$ cat config.mk
export PLATFORM = sky130hd
export DESIGN_NAME = rf_wr_arbiter_flat
export DESIGN_NICKNAME = d
export VERILOG_FILES = /design/src/rtl/rf_wr_arbiter_if.sv /design/src/rtl/rf_wr_arbiter.sv /design/src/flat_wrapper.sv
export SDC_FILE = /design/constraint.sdc
export NUM_CORES = 1
export LEC_CHECK = 0
export BUFFER_PORTS_ARGS = -buffer_cell sky130_fd_sc_hd__buf_2
export CORE_ASPECT_RATIO = 0.8
export CORE_MARGIN = 10
export CORE_UTILIZATION = 44
export CTS_CLUSTER_DIAMETER = 150
export DETAILED_ROUTE_END_ITERATION = 6
export PLACE_DENSITY = 0.8
export SKIP_CTS_REPAIR_TIMING = 1
export SYNTH_ARGS = -nofsm -noshare
export SYNTH_HDL_FRONTEND = slang
export SYNTH_SLANG_ARGS = --single-unit
export TNS_END_PERCENT = 50
$ cat constraint.sdc
create_clock -name clk -period 2.8 [get_ports clk]
set_input_delay 0.42 -clock clk [delete_from_list [all_inputs] [get_ports clk]]
set_output_delay 0.42 -clock clk [all_outputs]
set_load 0.02 [all_outputs]
$ cat src/rtl/rf_wr_arbiter_if.sv
// Writeback bus between the ALU/LSU writeback sources, the flush line and the
// register-file write port. The master side is the pipeline/register file
// environment; the slave side is the arbiter.
interface rf_wr_arbiter_if #(
   parameter int DATA_W = 32,
   parameter int CNT_W  = 16
);
   logic              i_alu_valid;
   logic [6:0]        i_alu_opcode;
   logic [4:0]        i_alu_rd;
   logic [DATA_W-1:0] i_alu_data;
   logic              o_alu_ready;
   logic              i_lsu_valid;
   logic [4:0]        i_lsu_rd;
   logic [DATA_W-1:0] i_lsu_data;
   logic              o_lsu_ready;
   logic              i_flush;
   logic              o_rf_wr;
   logic [4:0]        o_rf_rd;
   logic [DATA_W-1:0] o_rf_data;
   logic [CNT_W-1:0]  o_conflict_cnt;

   modport master (
      output i_alu_valid, i_alu_opcode, i_alu_rd, i_alu_data,
      output i_lsu_valid, i_lsu_rd, i_lsu_data, i_flush,
      input  o_alu_ready, o_lsu_ready,
      input  o_rf_wr, o_rf_rd, o_rf_data, o_conflict_cnt
   );

   modport slave (
      input  i_alu_valid, i_alu_opcode, i_alu_rd, i_alu_data,
      input  i_lsu_valid, i_lsu_rd, i_lsu_data, i_flush,
      output o_alu_ready, o_lsu_ready,
      output o_rf_wr, o_rf_rd, o_rf_data, o_conflict_cnt
   );
endinterface

$ cat src/rtl/rf_wr_arbiter.sv
// Register-file write-port arbiter. Picks one writeback per cycle between the
// ALU and the LSU load-return path, LSU first, but forces the ALU through once
// it has lost MAX_WAIT cycles in a row. Non-writing instructions are acked
// without using the port. The write is presented one cycle after the grant.
module rf_wr_arbiter #(
   parameter int DATA_W   = 32,
   parameter int MAX_WAIT = 3,
   parameter int CNT_W    = 16
) (
   input  logic            clk,
   input  logic            rst,
   rf_wr_arbiter_if.slave  bus
);
   localparam int              WAIT_W   = $clog2(MAX_WAIT + 1);
   localparam logic [WAIT_W-1:0] WAIT_MAX = WAIT_W'(MAX_WAIT);
   localparam logic [6:0]      OP_BRANCH = 7'b1100011;
   localparam logic [6:0]      OP_STORE  = 7'b0100011;

   logic              alu_needs;
   logic              lsu_needs;
   logic              alu_grant;
   logic              lsu_grant;
   logic [WAIT_W-1:0] wait_cnt;
   logic [CNT_W-1:0]  conflict_cnt;
   logic              vld_p1;
   logic [4:0]        rd_p1;
   logic [DATA_W-1:0] data_p1;

   function automatic logic [CNT_W-1:0] sat_inc_cnt(input logic [CNT_W-1:0] v);
      return (&v) ? v : v + CNT_W'(1);
   endfunction

   function automatic logic [WAIT_W-1:0] sat_inc_wait(input logic [WAIT_W-1:0] v);
      return (v == WAIT_MAX) ? v : v + WAIT_W'(1);
   endfunction

   // Classify requests and pick the winner for this cycle.
   always_comb begin
      alu_needs = bus.i_alu_valid & ~bus.i_flush & (bus.i_alu_rd != 5'd0) &
                  (bus.i_alu_opcode != OP_BRANCH) & (bus.i_alu_opcode != OP_STORE);
      lsu_needs = bus.i_lsu_valid & (bus.i_lsu_rd != 5'd0);
      alu_grant = alu_needs & (~lsu_needs | (wait_cnt == WAIT_MAX));
      lsu_grant = lsu_needs & ~alu_grant;
   end

   // A request is accepted when it wins or when it has nothing to write.
   assign bus.o_alu_ready = ~rst & bus.i_alu_valid & (~alu_needs | alu_grant);
   assign bus.o_lsu_ready = ~rst & bus.i_lsu_valid & (~lsu_needs | lsu_grant);

   // ---- stage p1: registered write port ----
   // Capture the granted write; address/data hold when nothing is granted.
   always_ff @(posedge clk) begin
      if (rst) begin
         vld_p1  <= 1'b0;
         rd_p1   <= '0;
         data_p1 <= '0;
      end else begin
         vld_p1 <= alu_grant | lsu_grant;
         if (alu_grant) begin
            rd_p1   <= bus.i_alu_rd;
            data_p1 <= bus.i_alu_data;
         end else if (lsu_grant) begin
            rd_p1   <= bus.i_lsu_rd;
            data_p1 <= bus.i_lsu_data;
         end
      end
   end

   // Count consecutive cycles the ALU lost to the LSU; any other outcome clears it.
   always_ff @(posedge clk) begin
      if (rst) begin
         wait_cnt <= '0;
      end else if (alu_needs & lsu_grant) begin
         wait_cnt <= sat_inc_wait(wait_cnt);
      end else begin
         wait_cnt <= '0;
      end
   end

   // Saturating statistic of cycles where both sources wanted the port.
   always_ff @(posedge clk) begin
      if (rst) begin
         conflict_cnt <= '0;
      end else if (alu_needs & lsu_needs) begin
         conflict_cnt <= sat_inc_cnt(conflict_cnt);
      end
   end

   assign bus.o_rf_wr        = vld_p1;
   assign bus.o_rf_rd        = rd_p1;
   assign bus.o_rf_data      = data_p1;
   assign bus.o_conflict_cnt = conflict_cnt;
endmodule

$ cat src/flat_wrapper.sv
// flat-port wrapper written by rule: the top's interface ports become plain ports
module rf_wr_arbiter_flat 
#(
   parameter int DATA_W   = 32,
   parameter int MAX_WAIT = 3,
   parameter int CNT_W    = 16
)
  (clk, rst, bus_i_alu_valid, bus_i_alu_opcode, bus_i_alu_rd, bus_i_alu_data, bus_i_lsu_valid, bus_i_lsu_rd, bus_i_lsu_data, bus_i_flush, bus_o_alu_ready, bus_o_lsu_ready, bus_o_rf_wr, bus_o_rf_rd, bus_o_rf_data, bus_o_conflict_cnt);
  rf_wr_arbiter_if #(.DATA_W(DATA_W), .CNT_W(CNT_W)) bus_i ();
  input  logic clk;
  input  logic rst;
  input wire logic [$bits(bus_i.i_alu_valid)-1:0] bus_i_alu_valid;
  input wire logic [$bits(bus_i.i_alu_opcode)-1:0] bus_i_alu_opcode;
  input wire logic [$bits(bus_i.i_alu_rd)-1:0] bus_i_alu_rd;
  input wire logic [$bits(bus_i.i_alu_data)-1:0] bus_i_alu_data;
  input wire logic [$bits(bus_i.i_lsu_valid)-1:0] bus_i_lsu_valid;
  input wire logic [$bits(bus_i.i_lsu_rd)-1:0] bus_i_lsu_rd;
  input wire logic [$bits(bus_i.i_lsu_data)-1:0] bus_i_lsu_data;
  input wire logic [$bits(bus_i.i_flush)-1:0] bus_i_flush;
  output wire logic [$bits(bus_i.o_alu_ready)-1:0] bus_o_alu_ready;
  output wire logic [$bits(bus_i.o_lsu_ready)-1:0] bus_o_lsu_ready;
  output wire logic [$bits(bus_i.o_rf_wr)-1:0] bus_o_rf_wr;
  output wire logic [$bits(bus_i.o_rf_rd)-1:0] bus_o_rf_rd;
  output wire logic [$bits(bus_i.o_rf_data)-1:0] bus_o_rf_data;
  output wire logic [$bits(bus_i.o_conflict_cnt)-1:0] bus_o_conflict_cnt;
  assign bus_i.i_alu_valid = bus_i_alu_valid;
  assign bus_i.i_alu_opcode = bus_i_alu_opcode;
  assign bus_i.i_alu_rd = bus_i_alu_rd;
  assign bus_i.i_alu_data = bus_i_alu_data;
  assign bus_i.i_lsu_valid = bus_i_lsu_valid;
  assign bus_i.i_lsu_rd = bus_i_lsu_rd;
  assign bus_i.i_lsu_data = bus_i_lsu_data;
  assign bus_i.i_flush = bus_i_flush;
  assign bus_o_alu_ready = bus_i.o_alu_ready;
  assign bus_o_lsu_ready = bus_i.o_lsu_ready;
  assign bus_o_rf_wr = bus_i.o_rf_wr;
  assign bus_o_rf_rd = bus_i.o_rf_rd;
  assign bus_o_rf_data = bus_i.o_rf_data;
  assign bus_o_conflict_cnt = bus_i.o_conflict_cnt;
  rf_wr_arbiter #(.DATA_W(DATA_W), .MAX_WAIT(MAX_WAIT), .CNT_W(CNT_W)) u_core (.clk(clk), .rst(rst), .bus(bus_i));
endmodule
**Word level (Yosys, flattened, before mapping)**

Cells that the tools add are included.

- Add/sub/neg operators: 2
- Equal/unequal tests: 3
- Muxes and demuxes: 4
- Bitwise logic cells: 24
- Reductions and logical operators: 6

Operator list:

| kind | count |
|---|---|
| 32-bit 2-to-1 mux | 2 |
| 16-bit by 1-bit adder with 16-bit output, second input constant | 1 |
| 16-bit AND reduction | 1 |
| 1-bit AND | 13 |
| 5-bit 2-to-1 mux | 2 |
| 5-bit nonzero test | 2 |
| 7-bit by 6-bit inequality test with 1-bit output, second input constant | 1 |
| 7-bit inequality test, second input constant | 1 |
| 1-bit inverter | 7 |
| 1-bit bitwise OR | 4 |
| 2-bit by 1-bit adder with 2-bit output, second input constant | 1 |
| 2-bit == test, second input constant | 1 |
| 2-bit AND reduction | 1 |
| 2-bit nonzero test | 1 |
| 2-bit OR reduction | 1 |

- Register bits after elaboration: 56
- Output and inout port bits: 56
- Word-level logic and storage cells: 44

**Depth between registers and ports, before layout**

Gate-level depths: netlist of run 1.

- Depth in word-level cells: 11
- Gate-level depth with buffers: 8

**Worst setup path after synthesis of run 1**

OpenSTA, ideal clock, no wires.

- Kind: input -> output
- From: input port bus_i_lsu_rd[0]
- To: output port bus_o_alu_ready
- Arrival time: 2.052 ns
- Data required time: 2.380 ns
- Path slack: 0.328 ns
- Stages: 8
- Path through: or4_4 > o21ai_4 > or3_1 > buf_6 > buf_6 > buf_6 > nor2_1 > nor3b_2

- Word-level cells in the longest chain between the ends: 7

RTL lines:

| what | line | text |
|---|---|---|
| start, declared | flat_wrapper.sv:17 | `input wire logic [$bits(bus_i.i_lsu_rd)-1:0] bus_i_lsu_rd;` |
| 5-bit nonzero test | rf_wr_arbiter.sv:41 | `lsu_needs = bus.i_lsu_valid & (bus.i_lsu_rd != 5'd0);` |
| 1-bit AND | rf_wr_arbiter.sv:41 |  |
| 1-bit inverter | rf_wr_arbiter.sv:42 | `alu_grant = alu_needs & (~lsu_needs \| (wait_cnt == WAIT_MAX));` |
| 1-bit bitwise OR | rf_wr_arbiter.sv:42 |  |
| 1-bit AND | rf_wr_arbiter.sv:42 |  |
| 1-bit bitwise OR | rf_wr_arbiter.sv:47 | `assign bus.o_alu_ready = ~rst & bus.i_alu_valid & (~alu_needs \| alu_grant);` |
| 1-bit AND | rf_wr_arbiter.sv:47 |  |
| end, declared | flat_wrapper.sv:20 | `output wire logic [$bits(bus_i.o_alu_ready)-1:0] bus_o_alu_ready;` |

Every way passes these cells.

**Worst setup path after layout of run 1**

- From: input port bus_i_alu_opcode[3]
- To: output port bus_o_lsu_ready

- Word-level cells in the longest chain between the ends: 8
- Elaborated cells between the ends (all ways): 9
- Those cells by class: 2 x eq/ne; 7 x bitwise

RTL lines:

| what | line | text |
|---|---|---|
| start, declared | flat_wrapper.sv:13 | `input wire logic [$bits(bus_i.i_alu_opcode)-1:0] bus_i_alu_opcode;` |
| 7-bit inequality test | rf_wr_arbiter.sv:40 | `(bus.i_alu_opcode != OP_BRANCH) & (bus.i_alu_opcode != OP_STORE);` |
| 1-bit AND | rf_wr_arbiter.sv:39 | `alu_needs = bus.i_alu_valid & ~bus.i_flush & (bus.i_alu_rd != 5'd0) &` |
| 1-bit AND (*) | rf_wr_arbiter.sv:40 |  |
| 1-bit AND (*) | rf_wr_arbiter.sv:42 |  |
| 1-bit inverter (*) | rf_wr_arbiter.sv:43 | `lsu_grant = lsu_needs & ~alu_grant;` |
| 1-bit AND (*) | rf_wr_arbiter.sv:43 |  |
| 1-bit bitwise OR (*) | rf_wr_arbiter.sv:48 | `assign bus.o_lsu_ready = ~rst & bus.i_lsu_valid & (~lsu_needs \| lsu_grant);` |
| 1-bit AND (*) | rf_wr_arbiter.sv:48 |  |
| end, declared | flat_wrapper.sv:21 | `output wire logic [$bits(bus_i.o_lsu_ready)-1:0] bus_o_lsu_ready;` |

Mark *: on every way between the ends. The rest lies on a longest branch, timed or not.

==> flow_metrics.env, run 1 <==
export IMPL_status="complete, no violations"
export IMPL_worstHoldPathType="primary input to register"
export IMPL_layout_commonest_cell="buf_2"
export IMPL_cts_tree="built"
export IMPL_vdd_drop_max_uv=399
export IMPL_tightest_slew_ps=575
export IMPL_finalNetCount=519
export IMPL_fin_util=0.613
export IMPL_path_cells="buf_2 -> or4b_1 -> o22ai_1 -> or3_1 -> nor2_1 -> nor3b_2 -> buf_2"
export IMPL_drive_gt1_frac=0.387
export IMPL_insertion_delay_ps=290
export IMPL_worstSetupPathType="primary input to output port"
export IMPL_worstPathMaxFanout=3
export IMPL_viasPerCell=5.30
export IMPL_clk_pin_slew_ps=100
export IMPL_grt_use_met3=0.0638
export IMPL_grt_total_usage=0.162
export IMPL_wire_per_inst_microns=15.3
export IMPL_initial_core_util=0.458
export IMPL_slew_violations=0
export IMPL_r2r_cells=6
export IMPL_drv_cap=0
export IMPL_ctsLongestPathBuffers=2
export IMPL_ys_seq_area_frac=0.445
export IMPL_dpl_hpwl_microns=6150
export IMPL_yosysWarnings=0
export IMPL_ys_ff_latch=56
export IMPL_slew_headroom=0.617
export IMPL_skew_ps=4.31
export IMPL_fin_setup_tns_ps=0
export IMPL_mostFrequentLayoutCells="buf_2 (140), dfxtp_1 (56), nor2_1 (46)"
export IMPL_async_reset_ff_frac=0
export IMPL_grt_pass1_wl_microns=12700
export IMPL_critPathMaxStageDelay_ps=560
export IMPL_routed_wl_microns=7790
export IMPL_numClockSinks=56
export IMPL_rsz0062_at_grt="no"
export IMPL_syn_instance_count=298
export IMPL_rrSetupSlack_ps=870
export IMPL_timing_hold_worst_path_depth=3
export IMPL_endpoint_kind="output port"
export IMPL_syn_to_final_growth_pct=33.8
export IMPL_drc=0
export IMPL_htreeDepth=2
export IMPL_cp_slowest_cell="or4b_1"
export IMPL_ant_nets=0
export IMPL_grt_util_met2=0.271
export IMPL_fp_coreArea_sq_um=5500
export IMPL_cts_root_buf="clkbuf_8"
export IMPL_required_ps=2380
export IMPL_antenna_cells=0
export IMPL_numCtsBuffers=5
export IMPL_finalCritPeriodShare=0.881
export IMPL_synth_avg_cell_area_sq_um=8.45
export IMPL_dieArea_sq_um=9170
export IMPL_syn_num_nets=386
export IMPL_grt_use_met1=0.197
export IMPL_gr_total_overflow=0
export IMPL_grt_pass1_vias=2680
export IMPL_fmax_mhz=405
export IMPL_grt_antenna_before_repair=0
export IMPL_r2r_start="u_core.bus.o_conflict_cnt[0]"
export IMPL_grt_max_degree=38
export IMPL_hold_path_startpoint="bus_i_alu_rd[0]"
export IMPL_fp_row_count=24
export IMPL_synth_area_sq_um=2520
export IMPL_synth_cell_type_count=38
export IMPL_vias=2703
export IMPL_cpMostUsedCell="buf_2"
export IMPL_place_gp_congestion=0.850
export IMPL_critPathLaunchType="primary input"
export IMPL_setup_viol=0
export IMPL_drt_pre_antenna_iters=4
export IMPL_power_density_nw_per_um2=485
export IMPL_portBuffers=140
export IMPL_finalCriticalPeriod_ps=2470
export IMPL_die_width_microns=105
export IMPL_p_leak_uw=0.00153
export IMPL_min_to="u_core.bus.o_rf_rd[0]"
export IMPL_ys_flop_type="dfxtp_1"
export IMPL_hold_violations=0
export IMPL_rr_endpoint="u_core.bus.o_conflict_cnt[13]"
export IMPL_die_height_microns=87.7
export IMPL_cp_data_arrival_time_ps=2050
export IMPL_synth_edf_count=0
export IMPL_drt_iter0_drc=81
export IMPL_grt_most_used_layer="met2"
export IMPL_io_pins=142
[state kept, by name, summed over array words and instances, names as in the netlist]
signal                     flops
u_core.bus.o_rf_wr             1
u_core.bus.o_rf_data          32
u_core.bus.o_rf_rd             5
u_core.wait_cnt                2
u_core.bus.o_conflict_cnt     16
[through the flow]
stage	cells	area (sq um)	total power, uW	worst slack (ps)	hold slack, ps
final	510	3370	1630	332	409
after global routing	510	3370	1730	256	389
after CTS	510	3370	1660	342	393
after detailed placement	502	3280	1200	351	429
after global placement	502	3280	1200	397	417
after floorplan	298	2520	1060	328	404
[Yosys cell counts, drive strengths merged (5+ instances only)]
library cell / n / area [sq um]
or4: 8 / 63.8
o22ai: 33 / 206
nor3: 33 / 170
mux2: 8 / 90.1
nand3: 23 / 120
a31oi: 5 / 31.3
nor4: 9 / 56.3
nor2b: 8 / 50.1
dfxtp: 56 / 1120
clkbuf: 11 / 41.3
nor2: 46 / 173
nand2: 8 / 30.0
a21oi: 8 / 40.0
buf: 10 / 68.8
o31ai: 6 / 45.0
[per-layer routing]
metal / routed length (microns) / vias to the layer above
met2: 3580 / 99
li1: - / 1376
met3: 657 / 2
met4: 25 / 0
met5: 0 / -
met1: 3530 / 1226
[worst max-delay path by stage]
stage                         from         endpoint  slack, ps  depth (start not counted)
2_1_floorplan      bus_i_lsu_rd[0]  bus_o_alu_ready        330                          8
3_3_place_gp   bus_i_alu_opcode[3]  bus_o_lsu_ready        400                          7
3_5_place_dp   bus_i_alu_opcode[3]  bus_o_lsu_ready        350                          7
4_1_cts        bus_i_alu_opcode[3]  bus_o_lsu_ready        340                          7
5_1_grt        bus_i_alu_opcode[3]  bus_o_lsu_ready        260                          7
6_report       bus_i_alu_opcode[3]  bus_o_lsu_ready        330                          7
[critical path: cells and delay by family]
kind                   cells  cell delay (ps)
AOI/OAI and AO/OA          1              330
buffers and inverters      2              280
and+or+nand+nor            4             1010
[where the power goes]
group | internal, uW | switching [uW]
logic | 129 | 190
registers | 842 | 22.4
clock network | 202 | 248
[logic make-up (layout without fill, tap and decap cells)]
kind of cell / Yosys count / in the layout / synth area share
AND/OR/NAND/NOR: 148 / 148 / 0.304
multiplexers: 8 / 8 / 0.0358
AO/OA/AOI/OAI: 60 / 60 / 0.157
buffers and inverters: 24 / 158 / 0.0482
adder cells (fa/ha/maj): 2 / 2 / 0.00993
flip-flops: 56 / 56 / 0.445
[cell type report]
| cell class | count | area [sq um] |
|---|---|---|
| repair buffers | 147 | 766 |
| multi-input cells | 218 | 1280 |
| well taps | 78 | 97.6 |
| clock buffers | 7 | 86.3 |
| flip-flops and latches | 56 | 1120 |
| clock inverters | 1 | 7.51 |
| inverters | 3 | 11.3 |
| fillers | 506 | 2130 |
No activity file was read; power rests on OpenSTA's default activity.
==> run 2: changes to the inputs <==
- CORE_UTILIZATION: 44 -> 47
- PLACE_DENSITY: 0.8 -> unset
- PLACE_DENSITY_LB_ADDON: unset -> 0.25
- clock period: 2.8 -> 3 ns (I/O delays scaled with it)
==> run 2 against run 1 <==
Compared with the run above:
- sequential power decreased by 6.6%
- via count increased by 0.63%
- final cell count decreased by 3.5%
- utilization increased by 3.9 points
- routed wire length increased by 1.8%
- critical endpoint is now bus_o_alu_ready
==> flow_metrics.env, run 2 (same netlist as run 1, synthesis figures left out) <==
export IMPL_fp_coreArea_sq_um=5090
export IMPL_finalNetCount=517
export IMPL_ctsLongestPathBuffers=2
export IMPL_clk_pin_slew_ps=90
export IMPL_initial_core_util=0.494
export IMPL_grt_max_degree=37
export IMPL_insertion_delay_ps=300
export IMPL_rrSetupSlack_ps=790
export IMPL_drt_pre_antenna_iters=5
export IMPL_syn_to_final_growth_pct=31.9
export IMPL_vias=2720
export IMPL_worst_path_buf_inv=2
export IMPL_largest_reg_flops=32
export IMPL_fin_util=0.652
export IMPL_fin_setup_tns_ps=0
export IMPL_critPathLaunchType="primary input"
export IMPL_grt_total_usage=0.171
export IMPL_power_density_nw_per_um2=459
export IMPL_die_width_microns=102
export IMPL_drive_gt1_frac=0.384
export IMPL_finalCritPeriodShare=0.810
export IMPL_setup_viol=0
export IMPL_finalCriticalPeriod_ps=2430
export IMPL_htreeDepth=2
export IMPL_cp_slowest_cell="or4b_1"
export IMPL_worstHoldPathType="primary input to register"
export IMPL_rsz0062_at_grt="no"
export IMPL_numCtsBuffers=5
export IMPL_cpMostUsedCell="buf_2"
export IMPL_grt_pass1_vias=2655
export IMPL_critPathMaxStageDelay_ps=530
export IMPL_drc=0
export IMPL_die_height_microns=85.5
export IMPL_drv_cap=0
export IMPL_grt_pass1_wl_microns=12400
export IMPL_dpl_hpwl_microns=6160
export IMPL_dieArea_sq_um=8710
export IMPL_path_cells="buf_2 -> or4b_1 -> o22ai_1 -> or3_1 -> nor2_1 -> nor3b_2 -> buf_2"
export IMPL_antenna_cells=0
export IMPL_slew_violations=0
export IMPL_hold_violations=0
export IMPL_mostFrequentLayoutCells="buf_2 (140), dfxtp_1 (56), nor2_1 (46)"
export IMPL_wire_per_inst_microns=16.1
export IMPL_numClockSinks=56
export IMPL_layout_commonest_cell="buf_2"
export IMPL_cp_data_arrival_time_ps=1980
export IMPL_worstPathMaxFanout=3
export IMPL_tightest_slew_ps=658
export IMPL_slew_headroom=0.561
export IMPL_cts_tree="built"
export IMPL_status="complete, no violations"
export IMPL_skew_ps=5.26
export IMPL_fmax_mhz=412
export IMPL_worstSetupPathType="primary input to output port"
export IMPL_viasPerCell=5.53
export IMPL_place_gp_congestion=0.895
export IMPL_vdd_drop_max_uv=297
export IMPL_portBuffers=140
export IMPL_crit_family="simple AND/OR/NAND/NOR gates"
export IMPL_fp_row_count=23
export IMPL_routed_wl_microns=7930
export IMPL_cts_root_buf="clkbuf_8"
export IMPL_io_pins=142
export IMPL_gr_total_overflow=0
export IMPL_hold_ws_ps=433
export IMPL_drt_iter0_drc=124
export IMPL_grt_antenna_before_repair=0
export IMPL_p_total_uw=1520
export IMPL_ant_nets=0
export IMPL_endpoint_kind="output port"
export IMPL_p_leak_uw=0.00152
export IMPL_required_ps=2550
## run 2: cell count changes in the layout (fill, tap and decap cells not counted), sizes merged
cell  previous run  this run
buf            147       145
## run 2: metrics by stage
stage / worst slack, ps / area [sq um] / instances
2_1_floorplan: 468 / 2520 / 298
3_3_place_gp: 421 / 3230 / 484
3_5_place_dp: 356 / 3230 / 484
4_1_cts: 571 / 3320 / 492
5_1_grt: 494 / 3320 / 492
6_report: 570 / 3320 / 492
## run 2: metal layers
layer  part of all wire  GRT usage  vias to the layer above
li1                   -          -                     1368
met1               0.40      0.192                     1232
met2               0.47      0.287                      113
met3               0.11     0.0802                        7
met4             0.0098     0.0422                        0
met5                  0          0                        -
## run 2: layout make-up
type,instances,area [sq um]
clock inverter,1,7.51
tap,62,77.6
sequential,56,1120
clock buffer,7,86.3
multi-input combinational,218,1280
fill,464,1770
timing repair buffer,145,738
inverter,3,11.3
## run 2: final timing paths
check                                    start                            to  cells past startpoint
hold / removal                 bus_i_alu_rd[3]         u_core.bus.o_rf_rd[3]                      3
setup reg to reg  u_core.bus.o_conflict_cnt[0]  u_core.bus.o_conflict_cnt[8]                      7
setup / recovery           bus_i_alu_opcode[3]               bus_o_alu_ready                      7
hold reg to reg             u_core.wait_cnt[0]            u_core.wait_cnt[0]                      1
## run 2: tightest hold or removal path: stages
cell and delay [ps]:
buf_2 110, nand3_1 60, a31oi_1 70
## run 2: where the power goes
group / internal (uW) / total (uW) / switching [uW]
Clock: 188 / 423 / 234
Sequential: 786 / 808 / 21.3
Combinational: 116 / 293 / 177
Total: 1090 / 1520 / 433
==> run 3: changes to the inputs <==
- ABC_AREA: unset -> 1
- CORE_UTILIZATION: 47 -> 42
- clock period: 3 -> 2.1 ns (I/O delays scaled with it)
==> run 3 against run 2 <==
Compared with the run above:
- sequential cell count is the same
- area after synthesis grew 22%
- synthesized cell count grew 57%
- clock power up 45%
- non-clock buffer count up 2
- total power grew 44%
- die area increased by 28%
- first-iteration DRC count up 24%
- global-route usage fell by 1.8 points
- combinational power up 47%
- worst hold slack got worse by 180 ps
- largest power group unchanged
- highest routed layer unchanged
==> flow_metrics.env, run 3 <==
export IMPL_synth_avg_cell_area_sq_um=6.57
export IMPL_dieArea_sq_um=11100
export IMPL_wl_met1_microns=3920
export IMPL_numClockSinks=56
export IMPL_setup_viol=0
export IMPL_worstHoldPathType="primary input to register"
export IMPL_async_reset_ff_frac=0
export IMPL_critPathLaunchType="register"
export IMPL_cts_root_buf="clkbuf_8"
export IMPL_min_to="u_core.bus.o_rf_data[16]"
export IMPL_syn_instance_count=467
export IMPL_io_pins=142
export IMPL_top_layer_used="met4"
export IMPL_wire_per_inst_microns=13.1
export IMPL_largest_reg_flops=32
export IMPL_finalNetCount=692
export IMPL_wl_met2_microns=4040
export IMPL_endpoint_kind="register"
export IMPL_rrSetupSlack_ps=340
export IMPL_wl_met3_microns=1060
export IMPL_fin_setup_tns_ps=0
export IMPL_synth_common_cells="nand2_1 (141), nor2_1 (69), dfxtp_1 (56), inv_1 (54), nand3_1 (35)"
export IMPL_synth_cell_type_count=31
export IMPL_gr_total_overflow=0
export IMPL_yosysWarnings=0
export IMPL_hold_violations=0
export IMPL_routed_wl_microns=9050
export IMPL_clk_pin_slew_ps=100
export IMPL_ys_ff_latch=56
export IMPL_tightest_slew_ps=361
export IMPL_grt_total_usage=0.153
export IMPL_ctsLongestPathBuffers=2
export IMPL_synth_edf_count=0
export IMPL_critPathMaxStageDelay_ps=440
export IMPL_clkPwrFrac=0.280
export IMPL_die_height_microns=96.4
export IMPL_required_ps=2300
export IMPL_worst_path_buf_inv=1
export IMPL_cts_tree="built"
export IMPL_grt_antenna_before_repair=0
export IMPL_insertion_delay_ps=300
export IMPL_power_density_nw_per_um2=559
export IMPL_numCtsBuffers=5
export IMPL_drive_gt1_frac=0.317
export IMPL_crit_family="simple AND/OR/NAND/NOR gates"
export IMPL_worstSetupPathType="register to register"
export IMPL_ant_nets=0
export IMPL_r2r_cells=8
export IMPL_p_sw_frac=0.292
export IMPL_grt_max_degree=64
export IMPL_rr_endpoint="u_core.bus.o_conflict_cnt[1]"
export IMPL_ys_flop_type="dfxtp_1"
export IMPL_grt_pass1_wl_microns=14200
export IMPL_worstPathMaxFanout=16
export IMPL_synth_area_leader_cell="dfxtp_1"
export IMPL_initial_core_util=0.439
export IMPL_ys_seq_area_frac=0.365
export IMPL_mostFrequentLayoutCells="nand2_1 (141), buf_2 (140), nor2_1 (69)"
export IMPL_skew_ps=7.83
export IMPL_seqPwrFrac=0.524
export IMPL_fp_coreArea_sq_um=6990
export IMPL_combinationalPowerShare=0.196
export IMPL_place_gp_congestion=0.931
export IMPL_path_cells="ha_1 -> nand2_2 -> nor2_4 -> nand4_4 -> nand2_4 -> inv_1 -> nor2_1 -> nor2_1"
export IMPL_p_sw_uw=642
export IMPL_antenna_cells=0
export IMPL_synth_top_area_frac=0.365
export IMPL_synth_area_sq_um=3070
export IMPL_drv_cap=0
export IMPL_fmax_mhz=568
export IMPL_r2r_start="u_core.bus.o_conflict_cnt[0]"
export IMPL_slew_headroom=0.759
export IMPL_fin_util=0.563
export IMPL_cp_data_arrival_time_ps=1960
export IMPL_viasPerCell=4.73
export IMPL_syn_num_nets=555
export IMPL_timing_hold_worst_path_depth=3
export IMPL_synth_most_common_cell="nand2_1"
export IMPL_slew_violations=0
export IMPL_vias=3273
export IMPL_fill_cells=707
export IMPL_grt_pass1_vias=3093
export IMPL_status="complete, no violations"
export IMPL_cpMostUsedCell="nor2_1"
export IMPL_drt_pre_antenna_iters=4
export IMPL_htreeDepth=2
export IMPL_finalCriticalPeriod_ps=1760
export IMPL_yosys_top_cells_area="dfxtp_1 (37%), nand2_1 (17%), nor2_1 (8.4%), inv_1 (6.6%), nand3_1 (5.7%)"
export IMPL_hold_path_startpoint="bus_i_alu_data[16]"
export IMPL_syn_to_final_growth_pct=28.3
export IMPL_final_area_sq_um=3940
export IMPL_cp_slowest_cell="dfxtp_1"
export IMPL_placed_cell_area_sq_um=3840
export IMPL_vdd_drop_max_uv=330
export IMPL_drt_iter0_drc=154
export IMPL_layout_commonest_cell="nand2_1"
export IMPL_dpl_hpwl_microns=7000
export IMPL_finalCritPeriodShare=0.838
export IMPL_drc=0
export IMPL_fp_row_count=27
export IMPL_portBuffers=140
export IMPL_p_leak_uw=0.00207
export IMPL_rsz0062_at_grt="no"
export IMPL_p_int_uw=1560
export IMPL_die_width_microns=116
-- run 3: area by class of cell --
| class | instances | area (sq um) | share of cell area |
|---|---|---|---|
| clock buffers | 7 | 86.3 | 0.0219 |
| repair buffers | 147 | 766 | 0.195 |
| well taps | 87 | 109 | 0.0277 |
| inverters | 55 | 206 | 0.0524 |
| flip-flops and latches | 56 | 1120 | 0.285 |
| multi-input cells | 339 | 1640 | 0.417 |
| clock inverters | 1 | 7.51 | 0.00191 |
-- run 3: cell families (layout without fill, tap and decap cells) --
| kind of cell | Yosys count | after routing | synth area share |
|---|---|---|---|
| adders and majority gates | 2 | 2 | 0.00816 |
| xor gates and xnor gates | 7 | 7 | 0.0200 |
| buffers and inverters | 72 | 210 | 0.0999 |
| AOI/OAI and AO/OA | 52 | 52 | 0.102 |
| and+or+nand+nor | 278 | 278 | 0.404 |
| DFF | 56 | 56 | 0.365 |
-- run 3: how the worst max path moves through the flow --
| stage | startpoint | end | depth (start not counted) |
|---|---|---|---|
| 3_3_place_gp | u_core.bus.o_conflict_cnt[0] | u_core.bus.o_conflict_cnt[0] | 8 |
| 3_5_place_dp | u_core.bus.o_conflict_cnt[0] | u_core.bus.o_conflict_cnt[1] | 8 |
| 5_1_grt | u_core.bus.o_conflict_cnt[0] | u_core.bus.o_conflict_cnt[0] | 9 |
| 2_1_floorplan | bus_i_lsu_rd[1] | bus_o_alu_ready | 6 |
| 4_1_cts | u_core.bus.o_conflict_cnt[0] | u_core.bus.o_conflict_cnt[1] | 8 |
| 6_report | u_core.bus.o_conflict_cnt[0] | u_core.bus.o_conflict_cnt[1] | 8 |
-- run 3: per-layer routing --
metal | track usage | vias up
met1 | 0.182 | 1447
met3 | 0.0665 | 2
met2 | 0.256 | 104
li1 | - | 1720
met5 | 0 | -
met4 | 0.0263 | 0
-- run 3: power groups by stage --
stage | clock (uW) | combinational [uW] | sequential, uW
after detailed placement | 0 | 437 | 1180
after floorplan | 0 | 179 | 1250
after global placement | 0 | 430 | 1170
final | 615 | 432 | 1150
after global routing | 675 | 482 | 1160
after CTS | 644 | 439 | 1150
-- run 3: worst reg2reg max path, stage by stage, from the launching register on --
cell     delay (ps)
dfxtp_1         440
ha_1            280
nand2_2         100
nor2_4          200
nand4_4         130
nand2_4         240
inv_1           120
nor2_1          100
nor2_1           50
-- run 3: stage by stage --
stage	power (uW)	std cells	worst slack (ps)	hold WS, ps
after floorplan	1430	467	300	398
after global placement	1600	684	400	407
after detailed placement	1610	684	329	420
after CTS	2230	692	321	246
after global routing	2320	692	153	247
final	2200	692	340	254
